File: src/rtl/sar_search_pkg.sv
// Shared types and constants for the successive-approximation search controller.
// Optional build macro used by this block: SAR_SEARCH_ONEHOT_CHECK_EN.
package sar_search_pkg;

  typedef enum logic [1:0] {
    ST_IDLE   = 2'd0,
    ST_SEARCH = 2'd1,
    ST_DONE   = 2'd2
  } state_e;

  localparam int DEFAULT_WIDTH = 8;

  // Probe counter must hold WIDTH+1, the worst-case probe count.
  function automatic int step_width(input int width);
    return $clog2(width + 2);
  endfunction

endpackage

File: src/rtl/sar_search_if.sv
// Bus between the search controller and its environment: start request,
// comparator operand/flags and the search status/result.
interface sar_search_if
  import sar_search_pkg::*;
#(
  parameter int WIDTH  = DEFAULT_WIDTH,
  parameter int STEP_W = step_width(WIDTH)
) ();

  logic              start;
  logic [WIDTH-1:0]  guess;
  logic              cmp_a_greater;
  logic              cmp_b_greater;
  logic              cmp_equal;
  logic              busy;
  logic              done;
  logic              found;
  logic              err;
  logic [WIDTH-1:0]  result;
  logic [STEP_W-1:0] steps;

  // Controller side.
  modport master (
    input  start,
    input  cmp_a_greater,
    input  cmp_b_greater,
    input  cmp_equal,
    output guess,
    output busy,
    output done,
    output found,
    output err,
    output result,
    output steps
  );

  // Comparator / requester side.
  modport slave (
    output start,
    output cmp_a_greater,
    output cmp_b_greater,
    output cmp_equal,
    input  guess,
    input  busy,
    input  done,
    input  found,
    input  err,
    input  result,
    input  steps
  );

endinterface

File: src/rtl/sar_search_step.sv
// Combinational interval update for one probe: narrows [lo, hi_x) from the
// comparator flags and produces the next midpoint guess.
module sar_search_step
  import sar_search_pkg::*;
#(
  parameter int WIDTH = DEFAULT_WIDTH
) (
  input  logic [WIDTH:0]   lo_i,
  input  logic [WIDTH:0]   hi_x_i,
  input  logic [WIDTH-1:0] guess_i,
  input  logic             cmp_a_greater_i,
  input  logic             cmp_b_greater_i,
  input  logic             cmp_equal_i,
  output logic [WIDTH:0]   lo_o,
  output logic [WIDTH:0]   hi_x_o,
  output logic [WIDTH-1:0] guess_o,
  output logic             empty_o,
  output logic             hit_o
);

  logic [WIDTH:0]   guess_ext;
  logic [WIDTH+1:0] sum;

  assign guess_ext = {1'b0, guess_i};

  // Equal wins, then a_greater; anything else (including no flag) narrows from above.
  always_comb begin
    lo_o   = lo_i;
    hi_x_o = hi_x_i;
    hit_o  = 1'b0;
    casez ({cmp_equal_i, cmp_a_greater_i, cmp_b_greater_i})
      3'b1??:  hit_o  = 1'b1;
      3'b01?:  lo_o   = guess_ext + {{WIDTH{1'b0}}, 1'b1};
      3'b001:  hi_x_o = guess_ext;
      default: hi_x_o = guess_ext;
    endcase
  end

  // One extra bit keeps lo + hi_x from wrapping when hi_x = 2^WIDTH.
  assign sum     = {1'b0, lo_o} + {1'b0, hi_x_o};
  assign guess_o = sum[WIDTH:1];
  assign empty_o = !hit_o && (lo_o >= hi_x_o);

endmodule

File: src/rtl/sar_search.sv
// Successive-approximation search controller: drives the comparator b operand
// and binary-searches for the hidden a operand. Build macro: SAR_SEARCH_ONEHOT_CHECK_EN.
module sar_search
  import sar_search_pkg::*;
#(
  parameter int WIDTH  = DEFAULT_WIDTH,
  parameter int STEP_W = step_width(WIDTH)
) (
  input  logic         clk,
  input  logic         rst_n,
  sar_search_if.master bus
);

  localparam logic [WIDTH:0]   HI_INIT    = {1'b1, {WIDTH{1'b0}}};
  localparam logic [WIDTH-1:0] GUESS_INIT = {1'b1, {(WIDTH-1){1'b0}}};

  state_e            state_q,  state_d;
  logic [WIDTH:0]    lo_q,     lo_d;
  logic [WIDTH:0]    hi_x_q,   hi_x_d;
  logic [WIDTH-1:0]  guess_q,  guess_d;
  logic [WIDTH-1:0]  result_q, result_d;
  logic [STEP_W-1:0] steps_q,  steps_d;
  logic              found_q,  found_d;
  logic              err_q,    err_d;

  logic [WIDTH:0]    step_lo;
  logic [WIDTH:0]    step_hi_x;
  logic [WIDTH-1:0]  step_guess;
  logic              step_empty;
  logic              step_hit;
  logic              flags_illegal;

  sar_search_step #(
    .WIDTH (WIDTH)
  ) u_step (
    .lo_i            (lo_q),
    .hi_x_i          (hi_x_q),
    .guess_i         (guess_q),
    .cmp_a_greater_i (bus.cmp_a_greater),
    .cmp_b_greater_i (bus.cmp_b_greater),
    .cmp_equal_i     (bus.cmp_equal),
    .lo_o            (step_lo),
    .hi_x_o          (step_hi_x),
    .guess_o         (step_guess),
    .empty_o         (step_empty),
    .hit_o           (step_hit)
  );

`ifdef SAR_SEARCH_ONEHOT_CHECK_EN
  always_comb begin
    flags_illegal = 1'b1;
    case ({bus.cmp_equal, bus.cmp_a_greater, bus.cmp_b_greater})
      3'b100, 3'b010, 3'b001: flags_illegal = 1'b0;
      default:                flags_illegal = 1'b1;
    endcase
  end
`else
  assign flags_illegal = 1'b0;
`endif

  always_ff @(posedge clk or negedge rst_n) begin
    if (!rst_n) begin
      state_q  <= ST_IDLE;
      lo_q     <= '0;
      hi_x_q   <= '0;
      guess_q  <= '0;
      result_q <= '0;
      steps_q  <= '0;
      found_q  <= 1'b0;
      err_q    <= 1'b0;
    end else begin
      state_q  <= state_d;
      lo_q     <= lo_d;
      hi_x_q   <= hi_x_d;
      guess_q  <= guess_d;
      result_q <= result_d;
      steps_q  <= steps_d;
      found_q  <= found_d;
      err_q    <= err_d;
    end
  end

  always_comb begin
    state_d  = state_q;
    lo_d     = lo_q;
    hi_x_d   = hi_x_q;
    guess_d  = guess_q;
    result_d = result_q;
    steps_d  = steps_q;
    found_d  = found_q;
    err_d    = err_q;

    case (state_q)
      ST_IDLE: begin
        if (bus.start) begin
          state_d  = ST_SEARCH;
          lo_d     = '0;
          hi_x_d   = HI_INIT;
          guess_d  = GUESS_INIT;
          steps_d  = '0;
          result_d = '0;
          found_d  = 1'b0;
          err_d    = 1'b0;
        end
      end

      ST_SEARCH: begin
        steps_d = steps_q + STEP_W'(1);
        if (flags_illegal) begin
          err_d   = 1'b1;
          found_d = 1'b0;
          state_d = ST_DONE;
        end else if (step_hit) begin
          result_d = guess_q;
          found_d  = 1'b1;
          state_d  = ST_DONE;
        end else begin
          lo_d    = step_lo;
          hi_x_d  = step_hi_x;
          guess_d = step_guess;
          // An empty interval means the target moved under us; give up unfound.
          if (step_empty) begin
            state_d = ST_DONE;
          end
        end
      end

      ST_DONE: begin
        state_d = ST_IDLE;
      end

      default: begin
        state_d = ST_IDLE;
      end
    endcase
  end

  assign bus.guess  = guess_q;
  assign bus.busy   = (state_q == ST_SEARCH);
  assign bus.done   = (state_q == ST_DONE);
  assign bus.found  = found_q;
  assign bus.err    = err_q;
  assign bus.result = result_q;
  assign bus.steps  = steps_q;

  a_busy_done_exclusive : assert property (
    @(posedge clk) disable iff (!rst_n) !(bus.busy && bus.done)
  );

  a_steps_bounded : assert property (
    @(posedge clk) disable iff (!rst_n) (int'(steps_q) <= WIDTH + 1)
  );

endmodule

File: src/flat_wrapper.sv
// flat-port wrapper written by rule: the top's interface ports become plain ports
module sar_search_flat import sar_search_pkg::*;
#(
  parameter int WIDTH  = DEFAULT_WIDTH,
  parameter int STEP_W = step_width(WIDTH)
)
  (clk, rst_n, bus_start, bus_cmp_a_greater, bus_cmp_b_greater, bus_cmp_equal, bus_guess, bus_busy, bus_done, bus_found, bus_err, bus_result, bus_steps);
  sar_search_if #(.WIDTH(WIDTH), .STEP_W(STEP_W)) bus_i ();
  input  logic clk;
  input  logic rst_n;
  input wire logic [$bits(bus_i.start)-1:0] bus_start;
  input wire logic [$bits(bus_i.cmp_a_greater)-1:0] bus_cmp_a_greater;
  input wire logic [$bits(bus_i.cmp_b_greater)-1:0] bus_cmp_b_greater;
  input wire logic [$bits(bus_i.cmp_equal)-1:0] bus_cmp_equal;
  output wire logic [$bits(bus_i.guess)-1:0] bus_guess;
  output wire logic [$bits(bus_i.busy)-1:0] bus_busy;
  output wire logic [$bits(bus_i.done)-1:0] bus_done;
  output wire logic [$bits(bus_i.found)-1:0] bus_found;
  output wire logic [$bits(bus_i.err)-1:0] bus_err;
  output wire logic [$bits(bus_i.result)-1:0] bus_result;
  output wire logic [$bits(bus_i.steps)-1:0] bus_steps;
  assign bus_i.start = bus_start;
  assign bus_i.cmp_a_greater = bus_cmp_a_greater;
  assign bus_i.cmp_b_greater = bus_cmp_b_greater;
  assign bus_i.cmp_equal = bus_cmp_equal;
  assign bus_guess = bus_i.guess;
  assign bus_busy = bus_i.busy;
  assign bus_done = bus_i.done;
  assign bus_found = bus_i.found;
  assign bus_err = bus_i.err;
  assign bus_result = bus_i.result;
  assign bus_steps = bus_i.steps;
  sar_search #(.WIDTH(WIDTH), .STEP_W(STEP_W)) u_core (.clk(clk), .rst_n(rst_n), .bus(bus_i));
endmodule
File: config.mk
export PLATFORM = sky130hd
export DESIGN_NAME = sar_search_flat
export DESIGN_NICKNAME = d
export VERILOG_FILES = /design/src/rtl/sar_search_pkg.sv /design/src/rtl/sar_search_if.sv /design/src/rtl/sar_search_step.sv /design/src/rtl/sar_search.sv /design/src/flat_wrapper.sv
export SDC_FILE = /design/constraint.sdc
export NUM_CORES = 1
export LEC_CHECK = 0
export BUFFER_PORTS_ARGS = -buffer_cell sky130_fd_sc_hd__clkbuf_2
export CAP_MARGIN = 20
export CELL_PAD_IN_SITES_DETAIL_PLACEMENT = 1
export CELL_PAD_IN_SITES_GLOBAL_PLACEMENT = 1
export CORE_AREA = 10 10 88 90
export DETAILED_ROUTE_END_ITERATION = 10
export DIE_AREA = 0 0 98 100
export MAX_ROUTING_LAYER = met4
export PLACE_DENSITY_LB_ADDON = 0.1
export SLEW_MARGIN = 20
export SYNTH_ARGS = -nofsm -noshare
export SYNTH_HDL_FRONTEND = slang
export SYNTH_SLANG_ARGS = --single-unit
File: constraint.sdc
create_clock -name clk -period 6.8 [get_ports clk]
set_input_delay 0.68 -clock clk [delete_from_list [all_inputs] [get_ports clk]]
set_output_delay 0.68 -clock clk [all_outputs]
set_load 0.01 [all_outputs]
## Word-level counts from Yosys, hierarchy flattened

Cells that the tools add are included.

- Flip-flop bits (word level): 41
- Input port bits: 6
- Output and inout bits: 24
- Word-level logic and storage cells: 51

- Add/subtract/negate cells: 3
- $lt $le $gt $ge: 1
- Equality and inequality tests: 7
- Multiplexer cells: 24
- Reductions and logical operators: 9

Operators by type and width:

| kind | count |
|---|---|
| 9-bit two-way mux | 6 |
| 9-bit one-hot mux with 2 select lines | 2 |
| 8-bit two-way mux | 4 |
| 8-bit one-hot mux with 2 select lines | 2 |
| 8-bit by 1-bit adder with 9-bit output, second input constant | 1 |
| 9-bit adder | 1 |
| 9-bit greater-or-equal comparator | 1 |
| 4-bit one-hot mux with 2 select lines | 1 |
| 2-bit two-way mux | 3 |
| 3-bit AND reduction | 2 |
| 4-bit by 1-bit adder with 4-bit output, second input constant | 1 |
| 2-bit by 1-bit equality test with 1-bit output, second input constant | 2 |
| 4-bit two-way mux | 1 |
| 2-bit != test, second input constant | 2 |
| 2-bit one-hot mux with 2 select lines | 1 |
| 2-bit AND reduction | 2 |
| 1-bit two-way mux | 3 |
| 3-bit by 1-bit != test with 1-bit output, second input constant | 1 |
| 2-bit equality test, second input constant | 1 |
| 2-bit logical NOT | 1 |
| 2-bit by 1-bit != test with 1-bit output, second input constant | 1 |
| 1-bit one-hot mux with 2 select lines | 1 |
| 2-bit nonzero test | 1 |
| 2-bit OR reduction | 1 |
| other kinds (2) | 2 |

## Depth between registers and ports, before layout

Gate-level depths: netlist of run 1.

- Depth in word-level cells: 8
- Gate-level depth with buffers: 10
- Depth with buffers taken out: 10

## Cells and area by module

A second synthesis of run 1 with hierarchy kept.

- Cells, all modules: 300
- Area, all modules: 2755.1 um^2

Modules (own cells, without submodules):

| module | times used | cells an instance | area each (um^2) | seq. area each (um^2) |
|---|---|---|---|---|
| sar_search | 1 | 180 | 1874.3 | 1026.0 |
| sar_search_step | 1 | 120 | 880.8 | 0.0 |

## Worst setup path after synthesis of run 1

Ideal clock, no wire load.

- Path type: input to register
- Start point: input port bus_cmp_equal
- End point: register u_core.guess_q[7] (netlist: u_core.bus.guess[7])
- Library setup time: 0.099 ns
- Data arrival time: 2.912 ns
- Required time: 6.701 ns
- Slack: 3.788 ns
- Stages on the path: 8
- Buffers on the path: 0
- Cells stage by stage: nor2_2 > mux2_2 > ha_1 > fa_1 > a211oi_2 > o211ai_1 > mux2_1 > a311oi_1

- Longest elaborated chain between the ends: 6
- Elaborated cells on any way between the ends: 10
- Classes of those cells: add/sub: 1; eq/ne: 2; mux: 5; reduce/logical: 2

RTL lines:

| item | RTL line | source |
|---|---|---|
| start: declaration | flat_wrapper.sv:14 | `input wire logic [$bits(bus_i.cmp_equal)-1:0] bus_cmp_equal;` |
| 2-bit by 1-bit equality test with 1-bit output | sar_search_step.sv:31 | `casez ({cmp_equal_i, cmp_a_greater_i, cmp_b_greater_i})` |
| 2-bit OR reduction (no line) | -- |  |
| 9-bit two-way mux | sar_search_step.sv:31 |  |
| 9-bit adder | sar_search_step.sv:40 | `assign sum = {1'b0, lo_o} + {1'b0, hi_x_o};` |
| 8-bit two-way mux | sar_search.sv:113 | `end else if (step_hit) begin` |
| 8-bit one-hot mux with 2 select lines | sar_search.sv:93 | `case (state_q)` |
| end signal: assignment | sar_search.sv:75 | `guess_q <= guess_d;` |
| end: declaration | sar_search.sv:20 | `logic [WIDTH-1:0] guess_q, guess_d;` |

Several ways; a longest one is shown, not always the timed one. The select of a mux whose other input is x is not followed.
A chain may end at the register's enable or synchronous reset.

## Worst setup path in the final report of run 1

Same ends and word-level chain as after synthesis.

==> results of run 1 <==
==> flip-flops by register name (all words and copies together) (netlist names) <==
register / cells
u_core.state_q: 2
u_core.hi_x_q: 9
u_core.bus.steps: 4
u_core.lo_q: 9
u_core.bus.found: 1
u_core.bus.result: 8
u_core.bus.guess: 8
==> kinds of logic (layout without fill, tap and decap cells) <==
kind of cell | after synthesis | count (layout)
AOI/OAI and AO/OA | 92 | 92
and+or+nand+nor | 65 | 65
DFF | 41 | 41
buffers and inverters | 40 | 61
adders and majority gates | 20 | 20
muxes | 13 | 13
xor gates and xnor gates | 9 | 9
other | 1 | 1
==> per-stage QoR <==
step | cells | hold WS, ns
after CTS | 379 | 0.4901
after global routing | 379 | 0.5076
after floorplan | 281 | 0.3844
final | 379 | 0.4826
after detailed placement | 371 | 0.4700
after global placement | 371 | 0.4624
==> tightest hold or removal path: stages, from the launching register on <==
cell	delay (ns)
sky130_fd_sc_hd__dfrtp_1	0.35
sky130_fd_sc_hd__nand2_1	0.05
sky130_fd_sc_hd__o21ai_0	0.06
==> synthesized netlist by cell type, types with 4 or more instances <==
cell type and count:
sky130_fd_sc_hd__nand3_1 6, sky130_fd_sc_hd__nor3_1 6, sky130_fd_sc_hd__inv_1 24, sky130_fd_sc_hd__mux2i_1 9, sky130_fd_sc_hd__clkbuf_1 7, sky130_fd_sc_hd__buf_2 6, sky130_fd_sc_hd__a21oi_1 9, sky130_fd_sc_hd__dfrtp_1 41
sky130_fd_sc_hd__o22ai_1 7, sky130_fd_sc_hd__nand2b_1 5, sky130_fd_sc_hd__nor2_1 6, sky130_fd_sc_hd__nand2_1 34, sky130_fd_sc_hd__o2bb2ai_1 5, sky130_fd_sc_hd__a22o_1 18, sky130_fd_sc_hd__a21o_1 4, sky130_fd_sc_hd__xnor2_1 7
sky130_fd_sc_hd__o21ai_0 27, sky130_fd_sc_hd__ha_1 19
==> cell type report <==
cell class | count | area, um^2 | share of cell area, %
Multi-Input combinational cell | 200 | 1424 | 49.05
Sequential cell | 41 | 1026 | 35.34
Timing Repair Buffer | 29 | 150.1 | 5.172
Tap cell | 77 | 96.34 | 3.319
Inverter | 24 | 90.09 | 3.103
Clock buffer | 7 | 86.33 | 2.974
Clock inverter | 1 | 30.03 | 1.034
==> path summary, 6_finish.rpt <==
check | start | to | slack [ns] | cells after the start
setup / recovery | bus_cmp_equal | u_core.bus.guess[7] | 3.32 | 9
setup reg to reg | u_core.bus.guess[0] | u_core.bus.guess[7] | 3.94 | 10
max in group asynchronous | rst_n | u_core.bus.guess[6] | 5.66 | 1
hold reg to reg | u_core.hi_x_q[5] | u_core.hi_x_q[5] | 0.48 | 2
hold / removal | u_core.hi_x_q[5] | u_core.hi_x_q[5] | 0.48 | 2
min in group asynchronous | rst_n | u_core.lo_q[8] | 0.52 | 1
==> where the power goes <==
part	internal [mW]	total (mW)	switching [mW]
Sequential	0.290	0.367	0.0767
Clock	0.120	0.207	0.0868
Combinational	0.128	0.325	0.197
Total	0.537	0.898	0.360
==> layer usage <==
metal	GRT usage (%)	vias up	part of all wire, %	wire length (um)
li1	-	1036	-	-
met1	17.90	1047	50	3375
met2	22.84	31	46	3122
met3	3.022	9	3.5	238
met4	3.356	0	0.93	63
met5	-	-	0	0
==> cells in the final DEF, fill, tap and decap left out, types with 2 or more instances in the layout <==
master                      instances
sky130_fd_sc_hd__nor2_1             6
sky130_fd_sc_hd__dfrtp_1           41
sky130_fd_sc_hd__o21ai_0           27
sky130_fd_sc_hd__a22o_1            18
sky130_fd_sc_hd__mux2_2             3
sky130_fd_sc_hd__a21oi_1            9
sky130_fd_sc_hd__o31ai_1            3
sky130_fd_sc_hd__clkbuf_2          26
sky130_fd_sc_hd__o22ai_1            7
sky130_fd_sc_hd__nor3b_1            3
sky130_fd_sc_hd__o211ai_1           3
sky130_fd_sc_hd__a211oi_1           3
sky130_fd_sc_hd__nor2b_1            3
sky130_fd_sc_hd__buf_4              2
sky130_fd_sc_hd__xnor2_1            7
sky130_fd_sc_hd__nand2_1           34
sky130_fd_sc_hd__clkbuf_8           6
sky130_fd_sc_hd__ha_1              19
sky130_fd_sc_hd__a21o_1             4
sky130_fd_sc_hd__xor2_1             2
sky130_fd_sc_hd__nand2b_1           5
sky130_fd_sc_hd__nand3_1            6
sky130_fd_sc_hd__nor3_1             6
sky130_fd_sc_hd__o21ai_1            3
sky130_fd_sc_hd__o2bb2ai_1          5
sky130_fd_sc_hd__mux2i_1            9
sky130_fd_sc_hd__inv_1             24
==> results_tabular.tex, run 1 <==
\begin{tabular}{lr}
\hline
Metric & Value \\
\hline
\multicolumn{2}{l}{\textbf{Final layout}} \\
\quad Number of inserted diodes & 0 \\
\quad Net count reported at finish & 327 \\
\quad Ratio of cells with drive above 1 in the final layout & 14.24\% \\
\quad End-of-flow core utilization & 47.34\% \\
\quad Filler cell count in the final layout & 741 \\
\quad P\&R area growth vs syn & 11.16\% \\
\quad Non-Filler Cell Area, Final & 2903 um\^{}2 \\
\multicolumn{2}{l}{\textbf{Worst setup path}} \\
\quad CP peak stage delay & 0.60 ns \\
\quad List of cells traversed by the critical path & clkbuf\_2 -> nor2\_2 -> mux2\_2 -> ha\_1 -> fa\_1 -> a211oi\_2 -> o211ai\_1 -> mux2\_1 -> a311oi\_1 \\
\quad Critical path class & in2reg \\
\quad CP max stage cell & sky130\_fd\_sc\_hd\_\_nor2\_2 \\
\quad Critical Path Sink Type & flip-flop \\
\quad Family of cells with the greatest summed delay on the critical path & multiplexers \\
\quad Critical path buffer and inverter count & 1 \\
\quad Maximum fanout encountered on the critical timing path & 24 \\
\quad Worst endpoint required time & 6.99 ns \\
\quad Arrival time of the worst setup path & 3.67 ns \\
\quad Startpoint type of the worst setup path & input pin \\
\multicolumn{2}{l}{\textbf{Floorplan}} \\
\quad Floorplan core area & 6132 um\^{}2 \\
\quad Horiz. Die Dim & 98 um \\
\quad Ports & 30 \\
\quad Initial Utilization & 42.58\% \\
\quad \# rows & 29 \\
\quad Vertical extent of the die & 100 um \\
\quad Die outline area & 9800 um\^{}2 \\
\multicolumn{2}{l}{\textbf{Clock tree}} \\
\quad Resize count post-CTS & 0 \\
\quad Latest clock arrival within the worst-skew pair & 0.29 ns \\
\quad Num CTS Buffers & 5 \\
\quad Clk buf depth & 2 \\
\quad Total setup buffers inserted after CTS & 0 \\
\quad Clock-pin slew on the worst setup and hold paths & 0.08 ns \\
\quad Number of buffers inserted for hold repair after clock tree synthesis & 0 \\
\quad CTS root buffer & sky130\_fd\_sc\_hd\_\_clkbuf\_8 \\
\quad Deepest level of the CTS H-tree & 2 \\
\quad CTS tree & done \\
\quad Num Clock Sinks & 41 \\
\multicolumn{2}{l}{\textbf{Global route}} \\
\quad Global-route usage over all layers & 14.21\% \\
\quad Overflow left after global routing & 0 \\
\quad Number of global-route vias before repair & 2245 \\
\quad Number of antenna violations at the first check in global routing & 0 \\
\quad Pin count of the biggest net entering global routing & 42 \\
\quad Wire length of the first global-routing pass & 11.52 mm \\
\multicolumn{2}{l}{\textbf{Logic synthesis}} \\
\quad Proportion of synthesized chip area in sequential cells & 39.29\% \\
\quad Post-synthesis share of cell area spent on and, or, nand and nor gates & 11.40\% \\
\quad Synth warn & 0 \\
\quad Area fraction of the dominant cell type after synthesis & 39.29\% \\
\quad Largest cells by area after synthesis & sky130\_fd\_sc\_hd\_\_dfrtp\_1 39\%, sky130\_fd\_sc\_hd\_\_ha\_1 9.1\%, sky130\_fd\_sc\_hd\_\_a22o\_1 6.0\%, sky130\_fd\_sc\_hd\_\_o21ai\_0 5.2\%, sky130\_fd\_sc\_hd\_\_nand2\_1 4.9\% \\
\quad Post-Synthesis Cell Area & 2611 um\^{}2 \\
\quad Flop and latch count out of synthesis & 41 \\
\quad XOR/XNOR share of the synthesized area & 3.019\% \\
\quad Dominant register cell in the synthesized netlist & sky130\_fd\_sc\_hd\_\_dfrtp\_1 \\
\quad Adder-cell share of the synthesized area & 9.871\% \\
\quad Syn nets & 307 \\
\quad Library cell with the largest summed area after synthesis & sky130\_fd\_sc\_hd\_\_dfrtp\_1 \\
\quad Area fraction in compound gates after synthesis & 24.92\% \\
\quad Gate count of the mapped netlist & 281 \\
\quad Multiplexer share of the synthesized area & 5.175\% \\
\quad Number of flops mapped to enable cells by yosys & 0 \\
\quad Synth cell types & 43 \\
\quad Avg Synthesized Cell Area & 9.293 um\^{}2 \\
\quad Dominant combinational cell family by area after synthesis & compound AO/OA/AOI/OAI gates \\
\quad Async S/R FF share, synth & 100.0\% \\
\multicolumn{2}{l}{\textbf{Placement}} \\
\quad Area post-placement & 2786 um\^{}2 \\
\quad Buffers on Ports & 27 \\
\quad Pre-CTS setup slack & 3.008 ns \\
\quad Placer's final routability congestion estimate & 0.7841 \\
\quad Post-detail-place hpwl & 4.865 mm \\
\multicolumn{2}{l}{\textbf{Detailed routing}} \\
\quad Vias per std cell & 5.602 \\
\quad Detailed Route WL & 6.800 mm \\
\quad Via Count & 2123 \\
\quad Number of DRC markers after the initial detailed-route iteration & 34 \\
\quad Number of detailed-route iterations in the first pass & 4 \\
\quad Average wire length per cell after detail routing & 17.94 um \\
\quad Post-detailed-route count of antenna-violating nets & 0 \\
\quad DRC Markers & 0 \\
\multicolumn{2}{l}{\textbf{Power and ir drop}} \\
\quad Highest ir drop seen on vdd & 127.8 uV \\
\quad Power per Cell Area & 309.3 nW/um\^{}2 \\
\quad Post-layout total power & 0.8979 mW \\
\quad Leakage & 1.367 nW \\
\multicolumn{2}{l}{\textbf{Run status}} \\
\quad Run status & completed \\
\multicolumn{2}{l}{\textbf{Timing}} \\
\quad Final critical delay including setup and external delays & 3.478 ns \\
\quad Clock skew & 0.01152 ns \\
\quad Final Cycle Share & 51.14\% \\
\quad Transition time at the pin with the least slew margin & 0.9577 ns \\
\quad Setup repair after global routing missed its margin & no \\
\quad Endpoints failing hold & 0 \\
\quad Highest clock rate & 0.2875 GHz \\
\quad Worst-case headroom to the max-slew limit & 36.15\% \\
\quad Final setup viols & 0 \\
\quad Final-report max-slew violation count & 0 \\
\quad Final TNS setup & 0 ns \\
\quad Setup ws final & 3.322 ns \\
\multicolumn{2}{l}{\textbf{Flow run}} \\
\quad Max-cap violations & 0 \\
\multicolumn{2}{l}{\textbf{Min path}} \\
\quad Type of the worst min-delay path & reg2reg \\
\hline
\end{tabular}
No activity file was read; power rests on OpenSTA's default activity.
==> run 2: changes to the inputs <==
Clock period 6.8 ns to 3.5 ns, I/O delays scaled along.
==> results_tabular.tex, run 2 (synthesized netlist as in run 1, its figures left out) <==
\begin{tabular}{lr}
\hline
Metric & Value \\
\hline
\multicolumn{2}{l}{\textbf{Timing}} \\
\quad Final-report max-slew violation count & 0 (unchanged) \\
\quad Final Cycle Share & 81.80\% \\
\quad Endpoints failing hold & 0 (unchanged) \\
\quad Final critical delay including setup and external delays & 2.863 ns \\
\quad Final TNS setup & 0 ns (unchanged) \\
\quad Setup repair after global routing missed its margin & no \\
\quad Worst-case headroom to the max-slew limit & 35.53\% (-0.63 points) \\
\quad Transition time at the pin with the least slew margin & 0.9671 ns (+0.009401 ns) \\
\quad Highest clock rate & 0.3493 GHz \\
\quad Clock skew & 0.004605 ns (-0.006917 ns) \\
\quad Final setup viols & 0 (unchanged) \\
\multicolumn{2}{l}{\textbf{Final layout}} \\
\quad Most frequent cells in the layout & 41 x sky130\_fd\_sc\_hd\_\_dfrtp\_1, 34 x sky130\_fd\_sc\_hd\_\_nand2\_1, 27 x sky130\_fd\_sc\_hd\_\_o21ai\_0 \\
\quad Sequential cell area & 1026 um\^{}2 (unchanged) \\
\quad Ratio of cells with drive above 1 in the final layout & 15.69\% (+1.4 points) \\
\quad Post-Layout Cell Count & 383 (+1.1\%) \\
\quad Net count reported at finish & 331 (+1.2\%) \\
\quad End-of-flow core utilization & 47.34\% (unchanged) \\
\quad Top flop regs & u\_core.hi\_x\_q (9), u\_core.lo\_q (9) \\
\quad Non-Filler Cell Area, Final & 2903 um\^{}2 (unchanged) \\
\quad P\&R area growth vs syn & 11.16\% (unchanged) \\
\quad Number of inserted diodes & 0 (unchanged) \\
\quad Leading cell type in the layout, fill and taps excluded & sky130\_fd\_sc\_hd\_\_dfrtp\_1 \\
\quad Multi-input logic area & 1424 um\^{}2 (unchanged) \\
\quad Filler cell count in the final layout & 727 (-1.9\%) \\
\multicolumn{2}{l}{\textbf{Power and ir drop}} \\
\quad Seq pwr share & 41.0\% (+0.2 points) \\
\quad Power per Cell Area & 572.2 nW/um\^{}2 (+85\%) \\
\quad Clock network fraction of total power & 19.1\% (-3.9 points) \\
\quad Part of the power in combinational logic & 39.9\% (+3.7 points) \\
\quad Switching power & 0.7022 mW (+95\%) \\
\quad Highest ir drop seen on vdd & 256.2 uV (+100\%) \\
\quad Internal power component & 0.9588 mW (+78\%) \\
\quad Switching share of power & 42.27\% (+2.1 points) \\
\quad Post-layout total power & 1.661 mW (+85\%) \\
\quad Leakage & 1.372 nW (+0.36\%) \\
\multicolumn{2}{l}{\textbf{Worst setup path}} \\
\quad Worst setup startpoint & u\_core.bus.guess[2] \\
\quad R2r startpoint & u\_core.bus.guess[2] \\
\quad Number of cells on the critical path & 9 (unchanged) \\
\quad Worst endpoint required time & 3.71 ns (-3.28 ns) \\
\quad Critical register-to-register path endpoint & u\_core.bus.guess[7] \\
\quad Critical path class & reg2reg \\
\quad Arrival time of the worst setup path & 3.07 ns (-0.60 ns) \\
\quad CP max stage cell & sky130\_fd\_sc\_hd\_\_dfrtp\_1 \\
\quad Reg2Reg Setup Slack & 0.64 ns (-3.30 ns) \\
\quad Family of cells with the greatest summed delay on the critical path & compound AO/OA/AOI/OAI gates \\
\quad List of cells traversed by the critical path & nand3\_1 -> nor2\_1 -> xnor2\_1 -> o21ai\_0 -> ha\_1 -> o211ai\_1 -> o211ai\_1 -> mux2\_1 -> a311oi\_1 \\
\quad Maximum fanout encountered on the critical timing path & 8 (-67\%) \\
\quad Critical Path Sink Type & flip-flop \\
\quad Startpoint type of the worst setup path & flip-flop \\
\quad Critical Path Most Common Cell & sky130\_fd\_sc\_hd\_\_o211ai\_1 \\
\quad Termination of the worst setup path & u\_core.bus.guess[7] \\
\quad Critical path buffer and inverter count & 0 (-1) \\
\quad CP peak stage delay & 0.56 ns (-0.04 ns) \\
\quad Count of cells along the worst register-to-register path & 9 (-1) \\
\multicolumn{2}{l}{\textbf{Clock tree}} \\
\quad Num Clock Sinks & 41 (unchanged) \\
\quad Deepest level of the CTS H-tree & 2 (unchanged) \\
\quad Clk buf depth & 2 (unchanged) \\
\quad CTS root buffer & sky130\_fd\_sc\_hd\_\_clkbuf\_8 \\
\quad Clock-pin slew on the worst setup and hold paths & 0.08 ns (about the same) \\
\quad Total setup buffers inserted after CTS & 0 (unchanged) \\
\quad Number of buffers inserted for hold repair after clock tree synthesis & 0 (unchanged) \\
\quad CTS tree & done \\
\quad Latest clock arrival within the worst-skew pair & 0.30 ns (about the same) \\
\quad Resize count post-CTS & 0 (unchanged) \\
\quad Num CTS Buffers & 5 (unchanged) \\
\multicolumn{2}{l}{\textbf{Global route}} \\
\quad Wire length of the first global-routing pass & 11.63 mm (+0.95\%) \\
\quad Overflow left after global routing & 0 (unchanged) \\
\quad Number of global-route vias before repair & 2228 (-0.76\%) \\
\quad Pin count of the biggest net entering global routing & 42 (unchanged) \\
\quad Global-route usage over all layers & 14.77\% (+0.55 points) \\
\quad Number of antenna violations at the first check in global routing & 0 (unchanged) \\
\multicolumn{2}{l}{\textbf{Detailed routing}} \\
\quad Average wire length per cell after detail routing & 17.74 um (-1.1\%) \\
\quad Number of DRC markers after the initial detailed-route iteration & 72 (+110\%) \\
\quad Post-detailed-route count of antenna-violating nets & 0 (unchanged) \\
\quad Vias per std cell & 5.708 (+1.9\%) \\
\quad Number of detailed-route iterations in the first pass & 4 (unchanged) \\
\quad Via Count & 2186 (+3.0\%) \\
\quad Detailed Route WL & 6.796 mm (about the same) \\
\quad DRC Markers & 0 (unchanged) \\
\multicolumn{2}{l}{\textbf{Run status}} \\
\quad Run status & completed \\
\multicolumn{2}{l}{\textbf{Floorplan}} \\
\quad Die outline area & 9800 um\^{}2 (unchanged) \\
\quad \# rows & 29 (unchanged) \\
\quad Ports & 30 (unchanged) \\
\quad Floorplan core area & 6132 um\^{}2 (unchanged) \\
\quad Horiz. Die Dim & 98 um (unchanged) \\
\quad Initial Utilization & 42.58\% (unchanged) \\
\quad Vertical extent of the die & 100 um (unchanged) \\
\multicolumn{2}{l}{\textbf{Placement}} \\
\quad Buffers on Ports & 27 (unchanged) \\
\quad Placed instance count & 375 (+1.1\%) \\
\quad Post-detail-place hpwl & 4.890 mm (+0.52\%) \\
\quad Placer's final routability congestion estimate & 0.8440 (+7.6\%) \\
\quad Area post-placement & 2816 um\^{}2 (+1.1\%) \\
\multicolumn{2}{l}{\textbf{Flow run}} \\
\quad Max-cap violations & 0 (unchanged) \\
\multicolumn{2}{l}{\textbf{Min path}} \\
\quad Type of the worst min-delay path & in2async \\
\hline
\end{tabular}
[run 2: changes by cell type in the layout (fill, tap and decap cells not counted)]
cell,delta
sky130_fd_sc_hd__clkinv_2,+2
sky130_fd_sc_hd__clkbuf_1,-1
sky130_fd_sc_hd__clkbuf_8,-1
sky130_fd_sc_hd__clkinvlp_4,+1
sky130_fd_sc_hd__bufinv_16,-1
sky130_fd_sc_hd__buf_4,+4
[run 2: power by group through the flow]
| stage | Combinational, mW | Sequential (mW) | Clock, mW |
|---|---|---|---|
| after floorplan | 0.456 | 0.668 | 0 |
| after global placement | 0.666 | 0.687 | 0 |
| after detailed placement | 0.677 | 0.687 | 0 |
| after CTS | 0.680 | 0.680 | 0.330 |
| after global routing | 0.753 | 0.698 | 0.346 |
| final | 0.663 | 0.681 | 0.318 |
[run 2: layer usage]
| layer | part of all wire, % | track usage [%] |
|---|---|---|
| met1 | 49 | 19.30 |
| met2 | 46 | 22.34 |
| met3 | 3.6 | 2.610 |
| met4 | 1.6 | 5.481 |
| met5 | 0 | - |
[run 2: final cells by class]
type                            count  area share, %
Multi-Input combinational cell    200          49.05
Timing Repair Buffer               33          6.207
Sequential cell                    41          35.34
Inverter                           24          3.103
Clock inverter                      3         0.6034
Clock buffer                        5          2.371
Tap cell                           77          3.319
[run 2: worst min-delay path by stage]
stage | start | endpoint | slack [ns] | depth (start not counted)
6_report | rst_n | u_core.bus.result[6] | 0.19 | 1
5_1_grt | rst_n | u_core.bus.result[6] | 0.27 | 1
4_1_cts | rst_n | u_core.bus.result[6] | 0.28 | 1
3_5_place_dp | u_core.hi_x_q[5] | u_core.hi_x_q[5] | 0.47 | 2
3_3_place_gp | u_core.hi_x_q[4] | u_core.hi_x_q[4] | 0.46 | 2
2_1_floorplan | rst_n | u_core.bus.found | 0.05 | 0
[run 2: worst reg2reg max path: cells and delay by family, from the launching register on]
| family | cells | cell delay, ns |
|---|---|---|
| AND/OR/NAND/NOR | 2 | 0.50 |
| XOR/XNOR | 1 | 0.15 |
| multiplexers | 1 | 0.35 |
| AO/OA/AOI/OAI | 4 | 0.76 |
| adder cells (fa/ha/maj) | 1 | 0.45 |
| flip-flops | 1 | 0.56 |
[run 2: per-stage QoR]
step | hold slack [ns] | worst slack [ns]
2_1_floorplan | 0.05441 | 0.8185
3_3_place_gp | 0.4617 | 0.6572
3_5_place_dp | 0.4700 | 0.6357
4_1_cts | 0.2808 | 0.6436
5_1_grt | 0.2700 | 0.3483
6_report | 0.1917 | 0.6371
==> run 3: changes to the inputs <==
Settings changed: CORE_AREA 10 10 88 90 to 10 10 91 93, DIE_AREA 0 0 98 100 to 0 0 101 103.
Clock period 3.5 ns to 2.4 ns, I/O delays scaled along.
==> results_tabular.tex, run 3 (synthesized netlist as in run 1, its figures left out) <==
\begin{tabular}{lr}
\hline
Metric & Value \\
\hline
\multicolumn{2}{l}{\textbf{Run status}} \\
\quad Run status & complete, but fails checks \\
\quad Failing checks & setup timing \\
\multicolumn{2}{l}{\textbf{Global route}} \\
\quad Number of global-route vias before repair & 2553 (+15\%) \\
\quad Overflow left after global routing & 0 (unchanged) \\
\quad Pin count of the biggest net entering global routing & 32 (-24\%) \\
\quad Wire length of the first global-routing pass & 13.21 mm (+14\%) \\
\quad Number of antenna violations at the first check in global routing & 0 (unchanged) \\
\quad Global-route usage over all layers & 16.39\% (+1.6 points) \\
\multicolumn{2}{l}{\textbf{Worst setup path}} \\
\quad Startpoint type of the worst setup path & flip-flop \\
\quad Family of cells with the greatest summed delay on the critical path & compound AO/OA/AOI/OAI gates \\
\quad Reg2Reg Setup Slack & -0.05 ns (-0.69 ns) \\
\quad Critical path class & reg2reg \\
\quad Worst endpoint required time & 2.60 ns (-1.11 ns) \\
\quad CP peak stage delay & 0.46 ns (-0.10 ns) \\
\quad Arrival time of the worst setup path & 2.66 ns (-0.41 ns) \\
\quad List of cells traversed by the critical path & buf\_6 -> mux2\_4 -> ha\_4 -> fa\_2 -> a211oi\_2 -> o211ai\_1 -> mux2\_1 -> a311oi\_1 \\
\quad Critical Path Sink Type & flip-flop \\
\quad Critical register-to-register path endpoint & u\_core.bus.guess[7] \\
\quad CP max stage cell & sky130\_fd\_sc\_hd\_\_dfrtp\_2 \\
\quad Maximum fanout encountered on the critical timing path & 4 (-4) \\
\quad Critical path buffer and inverter count & 1 (+1) \\
\quad R2r startpoint & u\_core.bus.guess[0] \\
\quad Count of cells along the worst register-to-register path & 8 (-1) \\
\multicolumn{2}{l}{\textbf{Timing}} \\
\quad Setup repair after global routing missed its margin & yes \\
\quad Clock skew & 0.01049 ns (+0.005881 ns) \\
\quad Final setup viols & 3 (+3) \\
\quad Final TNS setup & -0.08001 ns (-0.08001 ns) \\
\quad Final Cycle Share & 102.3\% (+20 points) \\
\quad Setup ws final & -0.05470 ns (-0.6918 ns) \\
\quad Final critical delay including setup and external delays & 2.455 ns (-0.4082 ns) \\
\quad Final-report max-slew violation count & 0 (unchanged) \\
\quad Minimum hold slack & 0.02904 ns (-0.1627 ns) \\
\quad Transition time at the pin with the least slew margin & 0.8589 ns (-0.1082 ns) \\
\quad Endpoints failing hold & 0 (unchanged) \\
\quad Highest clock rate & 0.4074 GHz (+17\%) \\
\quad Worst-case headroom to the max-slew limit & 42.74\% (+7.2 points) \\
\multicolumn{2}{l}{\textbf{Clock tree}} \\
\quad Num Clock Sinks & 41 (unchanged) \\
\quad Clock-pin slew on the worst setup and hold paths & 0.09 ns (about the same) \\
\quad Clk buf depth & 2 (unchanged) \\
\quad CTS root buffer & sky130\_fd\_sc\_hd\_\_clkbuf\_8 \\
\quad Number of buffers inserted for hold repair after clock tree synthesis & 0 (unchanged) \\
\quad Deepest level of the CTS H-tree & 2 (unchanged) \\
\quad Num CTS Buffers & 5 (unchanged) \\
\quad Latest clock arrival within the worst-skew pair & 0.30 ns (about the same) \\
\quad CTS tree & done \\
\multicolumn{2}{l}{\textbf{Final layout}} \\
\quad Ratio of cells with drive above 1 in the final layout & 34.24\% (+19 points) \\
\quad Net count reported at finish & 393 (+19\%) \\
\quad Sequential cell area & 1030 um\^{}2 (+0.37\%) \\
\quad Non-Filler Cell Area, Final & 3515 um\^{}2 (+21\%) \\
\quad Number of inserted diodes & 0 (unchanged) \\
\quad Multi-input logic area & 1529 um\^{}2 (+7.4\%) \\
\quad P\&R area growth vs syn & 34.60\% \\
\quad Filler cell count in the final layout & 772 (+6.2\%) \\
\quad Most frequent cells in the layout & 67 x sky130\_fd\_sc\_hd\_\_buf\_4, 38 x sky130\_fd\_sc\_hd\_\_dfrtp\_1, 34 x sky130\_fd\_sc\_hd\_\_nand2\_1 \\
\quad Top flop regs & u\_core.hi\_x\_q (9), u\_core.lo\_q (9) \\
\quad Post-Layout Cell Count & 448 (+17\%) \\
\quad Leading cell type in the layout, fill and taps excluded & sky130\_fd\_sc\_hd\_\_buf\_4 \\
\multicolumn{2}{l}{\textbf{Floorplan}} \\
\quad Initial Utilization & 39.75\% (-2.8 points) \\
\quad Die outline area & 10400 um\^{}2 (+6.2\%) \\
\quad Horiz. Die Dim & 101 um (+3.1\%) \\
\quad Vertical extent of the die & 103 um (+3.0\%) \\
\quad \# rows & 30 (+3.4\%) \\
\quad Ports & 30 (unchanged) \\
\quad Floorplan core area & 6569 um\^{}2 (+7.1\%) \\
\multicolumn{2}{l}{\textbf{Min path}} \\
\quad Type of the worst min-delay path & in2async \\
\multicolumn{2}{l}{\textbf{Detailed routing}} \\
\quad Detailed Route WL & 8.171 mm (+20\%) \\
\quad Via Count & 2396 (+9.6\%) \\
\quad Number of detailed-route iterations in the first pass & 4 (unchanged) \\
\quad Number of DRC markers after the initial detailed-route iteration & 81 (+13\%) \\
\quad Vias per std cell & 5.348 (-6.3\%) \\
\quad Post-detailed-route count of antenna-violating nets & 0 (unchanged) \\
\quad DRC Markers & 0 (unchanged) \\
\quad Average wire length per cell after detail routing & 18.24 um (+2.8\%) \\
\multicolumn{2}{l}{\textbf{Power and ir drop}} \\
\quad Power per Cell Area & 815.8 nW/um\^{}2 (+43\%) \\
\quad Leakage & 1.691 nW (+23\%) \\
\quad Post-layout total power & 2.867 mW (+73\%) \\
\quad Highest ir drop seen on vdd & 419.2 uV (+64\%) \\
\multicolumn{2}{l}{\textbf{Placement}} \\
\quad Post-detail-place hpwl & 6.065 mm (+24\%) \\
\quad Placer's final routability congestion estimate & 0.8161 (-3.3\%) \\
\quad Placed instance count & 435 (+16\%) \\
\quad Buffers on Ports & 27 (unchanged) \\
\quad Area post-placement & 3257 um\^{}2 (+16\%) \\
\multicolumn{2}{l}{\textbf{Flow run}} \\
\quad Max-cap violations & 0 (unchanged) \\
\hline
\end{tabular}
## run 3: cell types whose count changed in the layout (fill, tap and decap cells not counted), sizes merged
| cell | previous run | this run |
|---|---|---|
| buf | 7 | 68 |
| bufinv | 0 | 1 |
| clkbuf | 31 | 34 |
| clkinv | 2 | 0 |
| clkinvlp | 1 | 0 |
## run 3: worst register-to-register path, delay by kind of cell, from the launching register on
| kind | cells | cell delay, ns |
|---|---|---|
| buffers and inverters | 1 | 0.14 |
| DFF | 1 | 0.46 |
| muxes | 2 | 0.61 |
| adders and majority gates | 2 | 0.52 |
| AOI/OAI and AO/OA | 3 | 0.64 |
## run 3: worst max-delay path by stage
stage / from / end / cells past startpoint
2_1_floorplan: u_core.bus.guess[0] / u_core.bus.guess[7] / 7
3_3_place_gp: bus_cmp_equal / u_core.bus.guess[7] / 9
3_5_place_dp: u_core.bus.guess[0] / u_core.bus.guess[7] / 10
4_1_cts: u_core.bus.guess[0] / u_core.bus.guess[7] / 8
5_1_grt: u_core.bus.guess[0] / u_core.bus.guess[7] / 8
6_report: u_core.bus.guess[0] / u_core.bus.guess[7] / 8
## run 3: through the flow
| step | setup slack, ns | util [%] |
|---|---|---|
| floorplan | 0.007309 | - |
| global placement | -0.1193 | 49.58 |
| detailed placement | -0.1744 | 49.58 |
| CTS | -0.05196 | 52.48 |
| global route | -0.1497 | 53.50 |
| finish | -0.05470 | 53.50 |
## run 3: layer usage
layer / share of wire, % / global-route usage, %
met5: 0 / -
met4: 0.95 / 3.644
met3: 3.4 / 3.418
met2: 50 / 27.37
met1: 46 / 19.97
## run 3: final cells by class
cell class                 instances  area share, %
multi-input combinational        200          43.50
sequential                        41          29.30
timing repair buffer              95          18.48
tap                               80          2.848
inverter                          24          2.563
clock buffer                       7          2.456
clock inverter                     1         0.8544
## run 3: what timing repair did
| action | 4_1_cts | 5_1_grt |
|---|---|---|
| setup endpoints to repair | 6 | 6 |
| gates resized for setup | 17 | 12 |
| pin swaps | 7 | 7 |
| buffers inserted | 4 | 1 |
## run 3: report_power, final
group	total [mW]	leakage, nW	switching (mW)	internal (mW)
combinational	1.31	1.08	0.738	0.577
sequential	0.952	0.549	0.129	0.823
clock	0.600	0.0585	0.261	0.340
total	2.87	1.69	1.13	1.74
